## config.mk

```make
export PLATFORM = sky130hd
export DESIGN_NAME = cook_timer
export DESIGN_NICKNAME = d
export VERILOG_FILES = /design/src/rtl/cook_timer.sv
export SDC_FILE = /design/constraint.sdc
export NUM_CORES = 1
export LEC_CHECK = 0
export CAP_MARGIN = 20
export CORE_ASPECT_RATIO = 1.4
export CORE_MARGIN = 4
export CORE_UTILIZATION = 50
export CTS_CLUSTER_DIAMETER = 80
export DETAILED_ROUTE_END_ITERATION = 8
export PLACE_DENSITY = 0.77
export SKIP_CTS_REPAIR_TIMING = 1
export SYNTH_ARGS = -nofsm -noshare
export SYNTH_HDL_FRONTEND = slang
export SYNTH_SLANG_ARGS = --single-unit
```

## constraint.sdc

```tcl
create_clock -name clk -period 2.9 [get_ports clk]
set_input_delay 0.58 -clock clk [delete_from_list [all_inputs] [get_ports clk]]
set_output_delay 0.58 -clock clk [all_outputs]
set_load 0.02 [all_outputs]
```

## src/rtl/cook_timer.sv

```systemverilog
`default_nettype none
// ============================================================================
// Module      : cook_timer
// Description : MM:SS BCD cook-time countdown for the microwave controller.
//               Keypad digit entry, start/pause/clear control, door
//               interlock, magnetron enable and done indication. The time
//               decrements once every TICKS_PER_SEC tick_in pulses.
//               Optional feature macro: QUICK_START_EN (start at 00:00 loads
//               00:30; start while running adds 30 s, saturating at 99:59).
// Revision    : 1.0 - initial release
// ============================================================================
module cook_timer #(
  parameter int TICKS_PER_SEC = 10,
  parameter int PRESC_W       = 4
) (
  input  logic       clk,
  input  logic       reset,
  input  logic       tick_in,
  input  logic       key_valid,
  input  logic [3:0] key_digit,
  input  logic       start,
  input  logic       stop_clear,
  input  logic       door_open,
  output logic [3:0] min_tens,
  output logic [3:0] min_ones,
  output logic [3:0] sec_tens,
  output logic [3:0] sec_ones,
  output logic       mag_on,
  output logic       done
);

  typedef enum logic [1:0] {
    S_IDLE    = 2'd0,
    S_RUNNING = 2'd1,
    S_PAUSED  = 2'd2,
    S_DONE    = 2'd3
  } state_t;

  localparam logic [PRESC_W-1:0] PRESC_LAST = PRESC_W'(TICKS_PER_SEC - 1);

  state_t             state;
  logic [PRESC_W-1:0] presc;

  logic       time_zero;
  logic       digit_ok;
  logic [3:0] dec_mt, dec_mo, dec_st, dec_so;
  logic       dec_zero;

  assign time_zero = (min_tens == 4'd0) && (min_ones == 4'd0) &&
                     (sec_tens == 4'd0) && (sec_ones == 4'd0);
  assign digit_ok  = key_valid && (key_digit <= 4'd9);

  // One-second BCD decrement with borrow chain; seconds tens wraps 0 -> 5.
  always_comb begin
    dec_so = sec_ones - 4'd1;
    dec_st = sec_tens;
    dec_mo = min_ones;
    dec_mt = min_tens;
    if (sec_ones == 4'd0) begin
      dec_so = 4'd9;
      if (sec_tens != 4'd0) begin
        dec_st = sec_tens - 4'd1;
      end else begin
        dec_st = 4'd5;
        if (min_ones != 4'd0) begin
          dec_mo = min_ones - 4'd1;
        end else begin
          dec_mo = 4'd9;
          dec_mt = min_tens - 4'd1;
        end
      end
    end
  end

  assign dec_zero = (dec_mt == 4'd0) && (dec_mo == 4'd0) &&
                    (dec_st == 4'd0) && (dec_so == 4'd0);

`ifdef QUICK_START_EN
  logic [3:0] add_mt, add_mo, add_st, add_so;
  logic [3:0] st_sum;

  // Add 30 s: +3 on seconds tens with carry into minutes; overflow past
  // 99 minutes pins the display at 99:59.
  always_comb begin
    st_sum = sec_tens + 4'd3;
    add_so = sec_ones;
    add_st = st_sum;
    add_mo = min_ones;
    add_mt = min_tens;
    if (st_sum >= 4'd6) begin
      add_st = st_sum - 4'd6;
      if (min_ones >= 4'd9) begin
        add_mo = 4'd0;
        if (min_tens >= 4'd9) begin
          add_mt = 4'd9;
          add_mo = 4'd9;
          add_st = 4'd5;
          add_so = 4'd9;
        end else begin
          add_mt = min_tens + 4'd1;
        end
      end else begin
        add_mo = min_ones + 4'd1;
      end
    end
  end
`endif

  // Control FSM with digit registers, prescaler and registered status outputs.
  always_ff @(posedge clk) begin
    if (reset) begin
      state    <= S_IDLE;
      presc    <= '0;
      min_tens <= 4'd0;
      min_ones <= 4'd0;
      sec_tens <= 4'd0;
      sec_ones <= 4'd0;
      mag_on   <= 1'b0;
      done     <= 1'b0;
    end else begin
      case (state)
        S_IDLE: begin
          if (stop_clear) begin
            min_tens <= 4'd0;
            min_ones <= 4'd0;
            sec_tens <= 4'd0;
            sec_ones <= 4'd0;
          end else if (start) begin
            // A start request consumes the cycle even when it is rejected.
            if (!door_open && !time_zero) begin
              presc  <= '0;
              state  <= S_RUNNING;
              mag_on <= 1'b1;
            end
`ifdef QUICK_START_EN
            else if (!door_open) begin
              sec_tens <= 4'd3;
              presc    <= '0;
              state    <= S_RUNNING;
              mag_on   <= 1'b1;
            end
`endif
          end else if (digit_ok) begin
            min_tens <= min_ones;
            min_ones <= sec_tens;
            sec_tens <= sec_ones;
            sec_ones <= key_digit;
          end
        end

        S_RUNNING: begin
          if (stop_clear || door_open) begin
            state  <= S_PAUSED;
            mag_on <= 1'b0;
          end
`ifdef QUICK_START_EN
          else if (start) begin
            min_tens <= add_mt;
            min_ones <= add_mo;
            sec_tens <= add_st;
            sec_ones <= add_so;
          end
`endif
          else if (tick_in) begin
            if (presc == PRESC_LAST) begin
              presc    <= '0;
              min_tens <= dec_mt;
              min_ones <= dec_mo;
              sec_tens <= dec_st;
              sec_ones <= dec_so;
              if (dec_zero) begin
                state  <= S_DONE;
                mag_on <= 1'b0;
                done   <= 1'b1;
              end
            end else begin
              presc <= presc + 1'b1;
            end
          end
        end

        S_PAUSED: begin
          if (stop_clear) begin
            min_tens <= 4'd0;
            min_ones <= 4'd0;
            sec_tens <= 4'd0;
            sec_ones <= 4'd0;
            presc    <= '0;
            state    <= S_IDLE;
          end else if (start && !door_open) begin
            // Prescaler kept so a partial second resumes where it stopped.
            state  <= S_RUNNING;
            mag_on <= 1'b1;
          end
        end

        S_DONE: begin
          // Any user action acknowledges completion; the key itself is dropped.
          if (stop_clear || door_open || start || digit_ok) begin
            state <= S_IDLE;
            done  <= 1'b0;
          end
        end

        default: begin
          state  <= S_IDLE;
          mag_on <= 1'b0;
          done   <= 1'b0;
        end
      endcase
    end
  end

endmodule
`default_nettype wire

```

# == Word-level counts from Yosys, hierarchy flattened ==
# Cells that the tools add are included.
# totals
n_memories,0
register_bits,24
latch_bits,0
mem_bits_rw,0
mem_bits_ro,0
# op_classes
div_mod_pow,0
n_lt_le_gt_ge,1
eq_ne,21
n_mul,0
n_reduce_logical,32
n_addsub,5
n_mux,72
n_shift,0
bitwise,0
# op_table
op,count
$mux 4,40
$pmux 4 s3,5
$logic_not 4->1,8
$ne 2x2->1 const B,11
$mux 2,10
$ne 3x3->1 const B,6
$sub 4x1->4 const B,4
$mux 1,14
$reduce_and 7->1,2
$logic_and 1x1->1,9
$reduce_and 9->1,1
$pmux 2 s4,1
$reduce_and 8->1,1
$reduce_bool 4->1,2
$reduce_and 6->1,1
$add 4x1->4 const B,1
$eq 2x2->1 const B,2
$eq 4x4->1 const B,1
$le 4x4->1 const B,1
$logic_or 1x1->1,3
$pmux 1 s3,1
$reduce_bool 3->1,1
$eq 2x1->1 const B,1
$logic_not 1->1,2
3 further kinds,3

# == Depth between registers and ports, before layout ==
# depth
word_depth,13
depth_mapped,10
mapped_depth_nobuf,8

# == Worst setup path before layout ==
# No wires, ideal clock.
# synth_path
kind,input port to flip-flop
start,input stop_clear
end,register presc[1]
t_arrival_ps,1947
path_stages,6
setup_slack_ps,883
setup_ps,70
cell_sequence,buf_6 or3b_1 a221oi_2 o211ai_2 or3_1 a21oi_1
# synth_via
elab_chain_len,3
word_cells_on_any_way,5
classes_between,3 x eq/ne; 2 x reduce/logical
# synth_lines
item,line_no,text
from (decl),22,"input logic stop_clear,"
$logic_or 1x1->1,152,if (stop_clear || door_open) begin
$ne 2x2->1 (no line),-,
$reduce_and 7->1 (no line) *,-,
to (signal assigned),177,presc <= presc + 1'b1;
to (decl),42,logic [PRESC_W-1:0] presc;
# Mark *: on every way between the ends. The rest lies on a longest branch, timed or not.
# A chain may end at the register's enable or synchronous reset.

# == Worst setup path after layout ==
# layout_path
start,input stop_clear
end,register min_tens[0]
# layout_via
elab_chain_len,3
word_cells_on_any_way,8
classes_between,4 x eq/ne; 2 x mux; 2 x reduce/logical
# layout_lines
item,line_no,text
$logic_or 1x1->1,152,
$ne 2x2->1 (no line),-,
$reduce_and 7->1 (no line),-,
to (signal assigned),144,min_tens <= min_ones;
to (signal assigned),167,min_tens <= dec_mt;
to (decl),24,"output logic [3:0] min_tens,"
# Parallel ways exist; a longest one is shown, timed or not.

==> metrics.txt <==
die height=79.2 µm; DRC errors left=0; CTS root buf=clkbuf_8; FF-to-FF Start=state[1]; die area=about 4700 µm²; share of post-route cells with drive strength above 1=11.1%; Synthesized Nets=249; clk_lat worst skew=260 ps; FF+latch area=480 µm²; top cells by area, synth=dfxtp_1, a21oi_1, ha_1; largest net degree at the start of global routing=29; ys flop type=dfxtp_1; Synth area leader=dfxtp_1; GRT Max-Usage Layer=met2; Yosys warning total=0; Starting Density=between 50 and 60%; Reg power frac=23.7%; TNS Setup=0 ps; final-report setup violation count=0; Max Clk Rate=between 400 and 500 MHz; RSZ-0062 raised after global routing=no; Post-DP Area=2110 µm²; met2 usage in global routing=34.3%; internal power=1.25 mW; minimum clock period=around 2400 ps; Hold Startpoint=presc[1]; fillers=between 300 and 400; Die W=58.9 µm; first-pass GRT wire length=7320 µm; Worst-path clk slew=90 ps; hold_ws=507 ps; synth unique cells=61; vias in the first global route=between 1.5k and 2k; switching part of the total=48.4%; DRT iter0 DRCs=117; GRT overflow=0; max-slew violations=0; Worst Hold Class=register to register; Post-synth top cells=a21oi_1, dfxtp_1, nor2_1; GP Congestion=~0.93; Max FO, Critical Path=19; cell count after synthesis=229; measured slew at the worst slew-check pin=roughly 750 ps; r2r worst-path depth=8; GRT Total Usage=19.4%; worst-case clock buffer depth=2; EDFF count, synth=0; Clk network pwr share=~12%; ANT nets after route=0; fin area=2180 µm²; Startpoint Class=input pin; average cell area after synthesis=7.91 µm²; RR Endpoint=min_tens[0]; final setup skew=3.78 ps; Via density=around 6.0; relative slew slack=50.1%; TritonCTS Buffers=3; CP endpoint kind=register; peak supply drop=0.623 mV; drt wl/cell=14.8 µm; flop-to-flop setup slack=~690 ps; Synth Register Bits=24; Site Rows=25; Crit Path Class=input pin to register; Final Util=approximately 63%; combinational power share=64.2%; hpwl dp=3170 µm; P_sw=about 1.2 mW; met1 usage=23.9%; core area=about 3400 µm²; P_leak=0.789 nW; P per Cell Area=1120 nW/µm²; P&R area growth vs syn=20.2%; detailed-route via count=1750; WP data required=a little over 3000 ps; H-tree depth=1; Synth Cell Area=about 1800 µm²; multi-input logic area=roughly 1200 µm²; first drt pass iteration count=4; Ports=29; maxcap violations=0; Worst EP arrival=2630 ps; Yosys top cell area share=26.5%; antenna violations before repair=0; Hold Path Stages=2; Hold EP=presc[1]; PortBufs=28; nets=approximately 270; met3 Track Usage GR=2.28%; Period Utilization, post-route=~84%; outcome=finished clean; ANT cells=0; total chip power=between 2 and 2.5 mW; final hold violations=0; Detailed Route WL=4330 µm; TritonCTS clock tree=done; post-synthesis sequential area ratio=26.5%; clock sinks=24; Async S/R FF share, synth=0%
==> per-layer routing <==
metal  part of all wire [%]  wire length [µm]
met4                   0.83                36
met3                    3.9               169
met1                     44              1900
met5                      0                 0
met2                     51              2220
==> state kept, by name (all words and copies together) (netlist names) <==
register,count
done,1
min_tens,4
mag_on,1
state,2
min_ones,4
sec_tens,4
presc,4
sec_ones,4
==> power groups by stage <==
stage / sequential (mW) / combinational (mW) / clock [mW]
after detailed placement: 0.581 / 1.56 / 0
after CTS: 0.575 / 1.56 / 0.304
after floorplan: 0.612 / 1.14 / 0
after global placement: 0.581 / 1.55 / 0
final: 0.575 / 1.56 / 0.295
after global routing: 0.595 / 1.73 / 0.312
==> worst max-delay path, stage by stage <==
cell and delay (ps):
clkdlybuf4s50_1 470, nor2_2 290, a21o_1 190, and2_1 210, o211ai_2 350, or3_1 450
o31ai_1 70
==> cell type report <==
cell class / instances / share of cell area, %
clock inverter: 1 / 1.38
inverter: 14 / 2.41
multi-input combinational: 177 / 55.3
clock buffer: 3 / 1.90
timing repair buffer: 33 / 14.6
sequential: 24 / 22.1
tap: 40 / 2.30
==> kinds of logic (layout without fill, tap and decap cells) <==
logic type,Yosys count,count (layout),share of synthesized area (%)
xor gates and xnor gates,2,2,0.967
and+or+nand+nor,86,86,27.6
AOI/OAI and AO/OA,78,78,30.0
DFF,24,24,26.5
buffers and inverters,28,51,6.98
muxes,2,2,1.80
adders and majority gates,9,9,6.22
==> metrics by stage <==
| step | worst slack (ps) | std cells |
|---|---|---|
| final | 452 | 292 |
| after global routing | 311 | 292 |
| after CTS | 493 | 292 |
| after detailed placement | 220 | 288 |
| after global placement | 278 | 288 |
| after floorplan | 883 | 229 |
==> worst max-delay path by stage <==
stage / startpoint / slack [ps] / endpoint
finish: stop_clear / 450 / min_tens[0]
global route: stop_clear / 310 / min_tens[0]
CTS: stop_clear / 490 / min_tens[0]
detailed placement: stop_clear / 220 / min_tens[0]
global placement: stop_clear / 280 / min_tens[0]
floorplan: stop_clear / 880 / presc[1]
==> cell usage in the layout, fill, tap and decap left out, types with 2 or more instances in the layout <==
cell type        instances
a211o_1                  2
a211oi_1                 4
a21o_1                   2
a21oi_1                 24
a221oi_1                 5
a31oi_1                  2
and2_1                   2
buf_4                    5
clkbuf_8                 3
clkdlybuf4s50_1         28
dfxtp_1                 24
ha_1                     9
inv_1                   14
nand2_1                 17
nand2b_1                 2
nand3_1                  6
nand3b_1                 2
nor2_1                  24
nor3_1                  10
nor4_2                   2
nor4b_1                  4
o211ai_2                 2
o21ai_0                 17
o31ai_1                  3
o32ai_1                  2
or3_1                    2
xor2_1                   2
No activity file was read; power rests on OpenSTA's default activity.
